### src/rtl/mem_access_ctrl.sv
// MEM-stage data-memory sequencer: req/ack handshake to variable-latency memory, global stall, error flags.
// Optional ack-wait timeout enabled by defining MEM_TIMEOUT_EN.
module mem_access_ctrl #(
    parameter int ADDR_W         = 32,
    parameter int DATA_W         = 32,
    parameter int CNT_W          = 16,
    parameter int TIMEOUT_CYCLES = 255
) (
    input  logic              clk,
    input  logic              rst,
    input  logic              MEM_MemRead,
    input  logic              MEM_MemWrite,
    input  logic [ADDR_W-1:0] MEM_ALUresult,
    input  logic [DATA_W-1:0] MEM_WriteData,
    input  logic              mem_ack,
    input  logic [DATA_W-1:0] mem_rdata,
    output logic              mem_req,
    output logic              mem_we,
    output logic [ADDR_W-1:0] mem_addr,
    output logic [DATA_W-1:0] mem_wdata,
    output logic              stall,
    output logic [DATA_W-1:0] MEM_ReadData,
    output logic              MEM_err,
    output logic [CNT_W-1:0]  stall_count
);

    typedef enum logic [1:0] {
        ST_IDLE = 2'd0,
        ST_REQ  = 2'd1,
        ST_DONE = 2'd2
    } state_e;

    state_e            state_q, state_d;
    logic              req_q, req_d;
    logic              we_q, we_d;
    logic [ADDR_W-1:0] addr_q, addr_d;
    logic [DATA_W-1:0] wdata_q, wdata_d;
    logic [DATA_W-1:0] rdata_q, rdata_d;
    logic              err_q, err_d;
    logic              both_q, both_d;
    logic [CNT_W-1:0]  cnt_q, cnt_d;
    logic              access_s;
    logic              misalign_s;
    logic              stall_s;

`ifdef MEM_TIMEOUT_EN
    localparam int WAIT_W = $clog2(TIMEOUT_CYCLES + 1);
    logic [WAIT_W-1:0] wait_q, wait_d;
`endif

    assign access_s   = MEM_MemRead | MEM_MemWrite;
    assign misalign_s = (MEM_ALUresult[1:0] != 2'b00);
    assign stall_s    = ((state_q == ST_IDLE) & access_s) | (state_q == ST_REQ);

    // Next-state and next-output logic for the access sequencer.
    always_comb begin
        state_d = state_q;
        req_d   = req_q;
        we_d    = we_q;
        addr_d  = addr_q;
        wdata_d = wdata_q;
        rdata_d = rdata_q;
        err_d   = err_q;
        both_d  = both_q;
`ifdef MEM_TIMEOUT_EN
        wait_d  = wait_q;
`endif
        case (state_q)
            ST_IDLE: begin
                if (access_s && misalign_s) begin
                    state_d = ST_DONE;
                    err_d   = 1'b1;
                    rdata_d = {DATA_W{1'b0}};
                end else if (access_s) begin
                    state_d = ST_REQ;
                    req_d   = 1'b1;
                    we_d    = MEM_MemWrite;
                    addr_d  = MEM_ALUresult;
                    wdata_d = MEM_WriteData;
                    // Conflicting read+write: the write is performed but flagged.
                    both_d  = MEM_MemRead & MEM_MemWrite;
`ifdef MEM_TIMEOUT_EN
                    wait_d  = {WAIT_W{1'b0}};
`endif
                end else begin
                    state_d = ST_IDLE;
                end
            end
            ST_REQ: begin
                if (mem_ack) begin
                    state_d = ST_DONE;
                    req_d   = 1'b0;
                    err_d   = both_q;
                    if (!we_q) begin
                        rdata_d = mem_rdata;
                    end else begin
                        rdata_d = rdata_q;
                    end
`ifdef MEM_TIMEOUT_EN
                end else if (wait_q == WAIT_W'(TIMEOUT_CYCLES - 1)) begin
                    state_d = ST_DONE;
                    req_d   = 1'b0;
                    err_d   = 1'b1;
                    rdata_d = {DATA_W{1'b0}};
                end else begin
                    wait_d  = wait_q + {{(WAIT_W-1){1'b0}}, 1'b1};
`else
                end else begin
                    state_d = ST_REQ;
`endif
                end
            end
            ST_DONE: begin
                state_d = ST_IDLE;
            end
            default: begin
                state_d = ST_IDLE;
                req_d   = 1'b0;
            end
        endcase

        if (stall_s && (cnt_q != {CNT_W{1'b1}})) begin
            cnt_d = cnt_q + {{(CNT_W-1){1'b0}}, 1'b1};
        end else begin
            cnt_d = cnt_q;
        end
    end

    // State and registered-output update; async reset drops any outstanding request.
    always_ff @(posedge clk or negedge rst) begin
        if (!rst) begin
            state_q <= ST_IDLE;
            req_q   <= 1'b0;
            we_q    <= 1'b0;
            addr_q  <= {ADDR_W{1'b0}};
            wdata_q <= {DATA_W{1'b0}};
            rdata_q <= {DATA_W{1'b0}};
            err_q   <= 1'b0;
            both_q  <= 1'b0;
            cnt_q   <= {CNT_W{1'b0}};
`ifdef MEM_TIMEOUT_EN
            wait_q  <= {WAIT_W{1'b0}};
`endif
        end else begin
            state_q <= state_d;
            req_q   <= req_d;
            we_q    <= we_d;
            addr_q  <= addr_d;
            wdata_q <= wdata_d;
            rdata_q <= rdata_d;
            err_q   <= err_d;
            both_q  <= both_d;
            cnt_q   <= cnt_d;
`ifdef MEM_TIMEOUT_EN
            wait_q  <= wait_d;
`endif
        end
    end

    assign mem_req      = req_q;
    assign mem_we       = we_q;
    assign mem_addr     = addr_q;
    assign mem_wdata    = wdata_q;
    assign stall        = stall_s;
    assign MEM_ReadData = rdata_q;
    assign MEM_err      = err_q;
    assign stall_count  = cnt_q;

endmodule

### config.mk
export PLATFORM = sky130hd
export DESIGN_NAME = mem_access_ctrl
export DESIGN_NICKNAME = d
export VERILOG_FILES = /design/src/rtl/mem_access_ctrl.sv
export SDC_FILE = /design/constraint.sdc
export NUM_CORES = 1
export LEC_CHECK = 0
export CAP_MARGIN = 0
export CORE_MARGIN = 3
export CORE_UTILIZATION = 35
export CTS_BUF_LIST = sky130_fd_sc_hd__clkbuf_8
export DETAILED_ROUTE_END_ITERATION = 8
export GPL_TIMING_DRIVEN = 1
export PLACE_DENSITY_LB_ADDON = 0.1
export SETUP_SLACK_MARGIN = 0.05
export SKIP_CTS_REPAIR_TIMING = 1
export SLEW_MARGIN = 20
export SYNTH_ARGS = -nofsm -noshare
export SYNTH_HDL_FRONTEND = slang
export SYNTH_SLANG_ARGS = --single-unit
### constraint.sdc
create_clock -name clk -period 2.89 [get_ports clk]
set_input_delay 0.289 -clock clk [delete_from_list [all_inputs] [get_ports clk]]
set_output_delay 0.289 -clock clk [all_outputs]
set_load 0.01 [all_outputs]
==> impl_metrics.csv, run 1 <==
group,metric,value,unit
cells_and_area,layout.filler_cells,1168,
yosys,syn-cell-area,4850,um2
worst_setup_path,crit_required,2600,ps
worst_setup_path,worstSetupEndpointType,"output pin",
sta,finalCriticalPeriod,2390,ps
route,detailroute.via_count,3554,
sta,setup-tns-final,0,ps
yosys,post_synth_num_cell_types,37,
grt,grt_first_pass_wirelength,18.9,mm
job,maxCapViolCount,0,
cts,clock_tree.root_cell,"clkbuf_8",
sta,finalSetupViolCount,0,
grt,first_global_vias,3647,
sta,timing.max_slew.rel_slack,46.6,%
route,route.final.wire_length,12.2,mm
yosys,synth-seq-cells,118,
worst_setup_path,worstPathBufferInverterCount,2,
route,residual_drc_count,0,
die,dieArea,15300,um2
die,floorplan.initialDensity,36.2,%
placed_design,detailedPlace.worstSlack,613,ps
worst_setup_path,critPathLaunchType,"flop",
yosys,postSynthNetCount,469,
cells_and_area,area_growth_synth_to_finish,57.3,%
grt,grt_start_max_net_pins,70,
placed_design,place.gp.congestion,0.786,
worst_setup_path,cp_slowest_stage_delay,480,ps
cells_and_area,final_nets,693,
grt,overflow,0,
cts,clkTransAtPathRegs,60,ps
placed_design,place.detailed.hpwl,8.70,mm
worst_setup_path,worst_path_dominant_cell_family,"simple AND/OR/NAND/NOR gates",
cts,clock_tree.buffer_depth,2,
cts,htree_num_levels,4,
yosys,synth_area_per_cell,13.2,um2
placed_design,port_buffers,216,
sta,report.final.hold_viol_count,0,
die,core_region_area,13400,um2
hold_path,hold_path_class,"primary input to flop",
die,placementRows,42,
sta,setup_repair_after_global_routing_missed_its_margin,"false",
yosys,seq_area_frac_synth,60.8,%
power,power.ir.vdd_worst,0.000470,V
worst_setup_path,setup.worst_path.class,"flop to output pin",
route,drtAntennaViolNets,0,
grt,number_of_antenna_violations_at_the_first_check_in_global_routing,0,
power,total_leakage_power,3.29,nW
yosys,netlist_instances,367,
sta,final_max_slew_viol_count,0,
route,drt-initial-drc-count,166,
cells_and_area,n_antenna_cell,0,
outcome,status,"finished clean",
die,die_height,124,um
worst_setup_path,cell_with_the_largest_stage_delay_on_the_worst_path,"clkdlybuf4s50_1",
yosys,count_of_yosys_warnings_during_synthesis,0,
sta,final_min_period_over_clock_period,82.6,%
sta,worst_slew_pin_slew,801,ps
cells_and_area,layout-drive-gt1-share,17.4,%
sta,fin_worst_skew,6.76,ps
grt,globalRouteTotalUtil,16.2,%
cts,cts_made_buffers,17,
route,detail_route.first_pass.iterations,4,
power,power.density,837,nW/um2
sta,fmax,419,MHz
route,vias_per_cell,4.56,
die,chipWidth,124,um
die,floorplan.io_pins,217,
cts,worst_skew_late_latency,420,ps
sta,fin_ws,504,ps
worst_setup_path,worstPathCellList,"nor3_1, or2_1, inv_1, clkdlybuf4s50_1",
cts,cts.sinks,118,
worst_setup_path,cp_max_fo,5,
route,detail_route.wl_per_cell,15.6,um
worst_setup_path,arrival_time_reported_for_the_critical_path_endpoint,2100,ps
cts,clock_tree_from_tritoncts,"yes",
-- worst paths after layout --
check                                     from  cells after the start  slack [ps]          endpoint
worst max-delay path                state_q[0]                      4         500             stall
worst min-delay path              mem_rdata[9]                      3         410   MEM_ReadData[9]
worst max register to register  stall_count[0]                      5         990   stall_count[15]
worst min register to register          both_q                      2         500            both_q
max in group asynchronous                  rst                      3        1600        state_q[0]
min in group asynchronous                  rst                      2         480  MEM_ReadData[10]
-- tightest hold or removal path: cells and delay by family --
family,cells,cell delay (ps)
buf+inv,1,390
simple gates,1,50
mux,1,50
-- where the power goes --
part | internal, W | switching [W]
registers | 0.00217 | 0.000333
clock network | 0.000931 | 0.000633
logic | 0.00143 | 0.000885
-- layout make-up --
cell class                 count  area, um2  share of cell area [%]
clock buffer                  21        289                    3.79
multi-input combinational    197       1670                    21.9
tap                          176        220                    2.88
timing repair buffer         221       2240                    29.3
clock inverter                11        129                    1.69
sequential                   118       2950                    38.7
inverter                      36        135                    1.77
-- stage by stage --
stage | cells | hold WS (ps) | area [um2] | utilization (%) | total power [W]
6_report | 780 | 411 | 7630 | 57.0 | 0.00639
5_1_grt | 780 | 386 | 7630 | 57.0 | 0.00678
4_1_cts | 779 | -55.6 | 7620 | 56.9 | 0.00650
3_5_place_dp | 747 | 424 | 7210 | 53.8 | 0.00488
3_3_place_gp | 747 | 427 | 7210 | 53.8 | 0.00485
2_1_floorplan | 367 | -6.59 | 4850 | - | 0.00347
-- per-layer routing --
metal	part of all wire (%)	track usage, %	vias up
li1	-	-	1679
met1	41	20.1	1707
met2	45	23.7	155
met3	12	8.63	13
met4	1.3	6.64	0
met5	0	0	-
-- flip-flops by register name, indices dropped and copies added (netlist names) --
| name | flops |
|---|---|
| MEM_ReadData | 32 |
| MEM_err | 1 |
| both_q | 1 |
| mem_addr | 32 |
| mem_req | 1 |
| mem_wdata | 32 |
| mem_we | 1 |
| stall_count | 16 |
| state_q | 2 |
-- cell usage in the layout, fill, tap and decap left out, types with 2 or more instances in the layout --
cell type / Yosys / layout
and4_1: 3 / 3
xor2_1: 3 / 3
bufinv_16: 0 / 3
and2_1: 2 / 2
inv_1: 36 / 37
nand4_1: 6 / 6
mux2_1: 5 / 5
nor3_1: 3 / 3
nor4_1: 3 / 3
nand2_1: 39 / 39
xnor2_1: 11 / 11
clkbuf_8: 0 / 21
mux2_2: 59 / 59
dfrtp_1: 118 / 118
clkinv_2: 0 / 7
clkdlybuf4s50_1: 0 / 215
mux2i_1: 32 / 32
nand3_2: 2 / 2
o21ai_0: 3 / 3
buf_12: 0 / 3
nand3_1: 5 / 5
nor4_2: 2 / 2
buf_4: 1 / 2
or2_1: 3 / 3
nand2b_1: 2 / 2
-- synthesized netlist by cell type --
cell type	instances	area, um2
and3_1	1	6.26
inv_1	36	135
or2_1	3	18.8
dfrtp_1	118	2950
nand3b_4	1	20.0
buf_2	9	45.0
nor2b_1	1	6.26
nand2b_1	2	12.5
mux2_1	5	56.3
and2_1	2	12.5
nor2_2	1	6.26
nor2_1	1	3.75
o2111ai_1	1	8.76
a21o_1	1	7.51
clkbuf_1	3	11.3
buf_6	3	33.8
nand2_1	39	146
or4_1	1	7.51
nand4_2	1	12.5
nand3_1	5	25.0
mux2i_1	32	320
ha_1	1	12.5
a32oi_2	1	16.3
o21ai_0	3	15.0
nor4_1	3	18.8
mux2_2	59	664
nor3_1	3	15.0
xor2_1	3	26.3
o31a_1	1	8.76
buf_4	1	7.51
xnor2_1	11	96.3
nor4_2	2	25.0
and4_1	3	26.3
nand3_2	2	20.0
o21a_1	1	7.51
o211ai_1	1	7.51
nand4_1	6	37.5
-- cells by family (layout without fill, tap and decap cells) --
family	count (synthesis)	count (layout)	synth area share [%]
DFF	118	118	60.8
and+or+nand+nor	77	77	8.66
xor gates and xnor gates	14	14	2.53
AOI/OAI and AO/OA	9	9	1.47
muxes	96	96	21.4
buffers and inverters	52	289	4.79
adders and majority gates	1	1	0.258
Power figures use the tool's default switching activity.
==> run 2, diff against run 1 <==
==> constraint.sdc (replaced) <==
create_clock -name clk -period 2.37 [get_ports clk]
set_input_delay 0.237 -clock clk [delete_from_list [all_inputs] [get_ports clk]]
set_output_delay 0.237 -clock clk [all_outputs]
set_load 0.01 [all_outputs]
==> run 2 against run 1 <==
Power rose by 23%; final cell count rose by 0.38%; global-route usage rose by 0.47 points; clock skew fell by 0.51 ps; worst hold slack got worse by 130 ps; critical path type unchanged; routed wire length rose by 2.4%; non-clock buffer count rose by 3; sequential power rose by 22%; die area did not move; clock power rose by 24%; via count rose by 0.53%; critical endpoint unchanged; combinational power rose by 23%.
==> impl_metrics.csv, run 2 (synthesis gave the netlist of run 1 again) <==
group,metric,value,unit
outcome,status,"finished clean",
route,route.met2.wl,5.76,mm
grt,overflow,0,
route,drtAntennaViolNets,0,
power,cell_internal_power_dissipation,0.00554,W
worst_setup_path,worstPathBufferInverterCount,2,
route,detail_route.wl_per_cell,16.0,um
die,placementRows,42,
placed_design,dp.cells,750,
route,detail_route.first_pass.iterations,4,
power,power.density,1020,nW/um2
grt,grt_first_pass_wirelength,19.5,mm
cells_and_area,mostFrequentLayoutCell,"clkdlybuf4s50_1",
worst_setup_path,worst_path_dominant_cell_family,"buffers and inverters",
grt,number_of_antenna_violations_at_the_first_check_in_global_routing,0,
sta,final_max_slew_viol_count,0,
cells_and_area,mostFrequentLayoutCells,"215 x clkdlybuf4s50_1, 118 x dfrtp_1, 59 x mux2_2",
sta,finalCriticalPeriod,2180,ps
worst_setup_path,cp_max_fo,5,
route,route.final.wire_length,12.5,mm
route,wl_met1,4.81,mm
route,drt-initial-drc-count,151,
placed_design,port_buffers,216,
grt,globalRouteTotalUtil,16.7,%
hold_path,hold_path_class,"primary input to asynchronous set/reset pin",
cts,htree_num_levels,4,
power,fraction_of_power_consumed_by_combinational_cells,36.4,%
cts,clock_tree_from_tritoncts,"yes",
power,p_clk_share,24.6,%
sta,final_min_period_over_clock_period,91.9,%
die,die_height,124,um
job,maxCapViolCount,0,
power,p_switching,0.00229,W
grt,first_global_vias,3818,
cells_and_area,layout.filler_cells,1159,
power,total_leakage_power,3.31,nW
power,switching_share,29.2,%
die,floorplan.io_pins,217,
cells_and_area,n_antenna_cell,0,
sta,worst_slew_pin_slew,540,ps
placed_design,place.gp.congestion,0.739,
cells_and_area,area_growth_synth_to_finish,58.3,%
route,met3_wirelength,1.72,mm
cells_and_area,final_nets,696,
route,highest-signal-layer,"met4",
sta,report.final.hold_viol_count,0,
cts,cts_made_buffers,17,
route,detailroute.via_count,3573,
worst_setup_path,worstPathCellList,"nor3_4, or2_1, inv_1, clkdlybuf4s50_1",
cts,clock_tree.root_cell,"clkbuf_8",
worst_setup_path,critical_path.reg2reg.startpoint,"stall_count[0]",
worst_setup_path,worstSetupEndpointType,"output pin",
die,dieArea,15300,um2
cts,clock_tree.buffer_depth,2,
sta,fin_worst_skew,6.24,ps
route,vias_per_cell,4.56,
worst_setup_path,cell_with_the_largest_stage_delay_on_the_worst_path,"clkdlybuf4s50_1",
power,pwr-share-seq,39.0,%
worst_setup_path,cp_slowest_stage_delay,480,ps
cts,worst_skew_late_latency,430,ps
sta,setup-tns-final,0,ps
cells_and_area,layout-drive-gt1-share,17.8,%
cts,cts.sinks,118,
cts,clkTransAtPathRegs,70,ps
grt,grt_start_max_net_pins,59,
sta,fmax,459,MHz
die,floorplan.initialDensity,36.2,%
sta,timing.max_slew.rel_slack,63.7,%
die,chipWidth,124,um
power,power.ir.vdd_worst,0.000640,V
cells_and_area,finalNonFillerCells,783,
die,core_region_area,13400,um2
route,residual_drc_count,0,
sta,setup_repair_after_global_routing_missed_its_margin,"false",
worst_setup_path,crit_start,"state_q[0]",
worst_setup_path,setup.worst_path.class,"flop to output pin",
sta,finalSetupViolCount,0,
worst_setup_path,crit_required,2130,ps
placed_design,place.detailed.hpwl,9.14,mm
worst_setup_path,arrival_time_reported_for_the_critical_path_endpoint,1940,ps
worst_setup_path,critPathLaunchType,"flop",
==> run 2: cell count changes in the layout (fill, tap and decap cells not counted) <==
cell	delta
nor3_1	-1
nor3_4	+1
buf_4	+2
buf_12	+1
clkinvlp_4	+1
inv_1	+1
clkinv_2	-2
==> run 2: final cells by class <==
cell class	instances	area [um2]	area share (%)
multi-input combinational	197	1680	21.9
tap	176	220	2.87
clock buffer	21	289	3.76
inverter	36	135	1.76
timing repair buffer	224	2270	29.6
clock inverter	11	130	1.69
sequential	118	2950	38.4
==> run 2: path summary, 6_finish.rpt <==
check	to	cells after the start	slack [ps]
max	stall	4	190
min	MEM_ReadData[3]	2	280
max reg2reg	stall_count[15]	5	500
min reg2reg	both_q	2	480
max in group asynchronous	mem_addr[7]	3	1420
min in group clk	MEM_ReadData[19]	3	350
==> run 2: power by group through the flow <==
stage | Combinational [W] | Sequential [W] | Clock [W]
finish | 0.00285 | 0.00306 | 0.00193
CTS | 0.00290 | 0.00306 | 0.00200
global placement | 0.00286 | 0.00306 | 0
global route | 0.00308 | 0.00315 | 0.00208
detailed placement | 0.00288 | 0.00309 | 0
floorplan | 0.000883 | 0.00334 | 0
==> run 2: routing by layer <==
metal	GRT usage, %	up-vias
met1	19.3	1720
li1	-	1685
met5	0	-
met3	10.2	14
met4	5.95	0
met2	25.3	154
==> run 2: worst reg2reg max path, delay by kind of cell (launching register included) <==
kind | cells | cell delay [ps]
DFF | 1 | 430
adders and majority gates | 1 | 220
and+or+nand+nor | 3 | 1020
xor gates and xnor gates | 1 | 120
==> run 2: through the flow <==
step / setup slack, ps / util [%] / total power, W / instance area (um2) / hold slack (ps)
3_3_place_gp: 241 / 54.0 / 0.00592 / 7240 / 201
2_1_floorplan: 642 / - / 0.00423 / 4850 / -58.6
4_1_cts: -53.8 / 57.2 / 0.00797 / 7660 / -288
3_5_place_dp: 178 / 54.0 / 0.00597 / 7240 / 206
5_1_grt: 57.5 / 57.3 / 0.00831 / 7680 / 290
6_report: 193 / 57.3 / 0.00783 / 7680 / 280
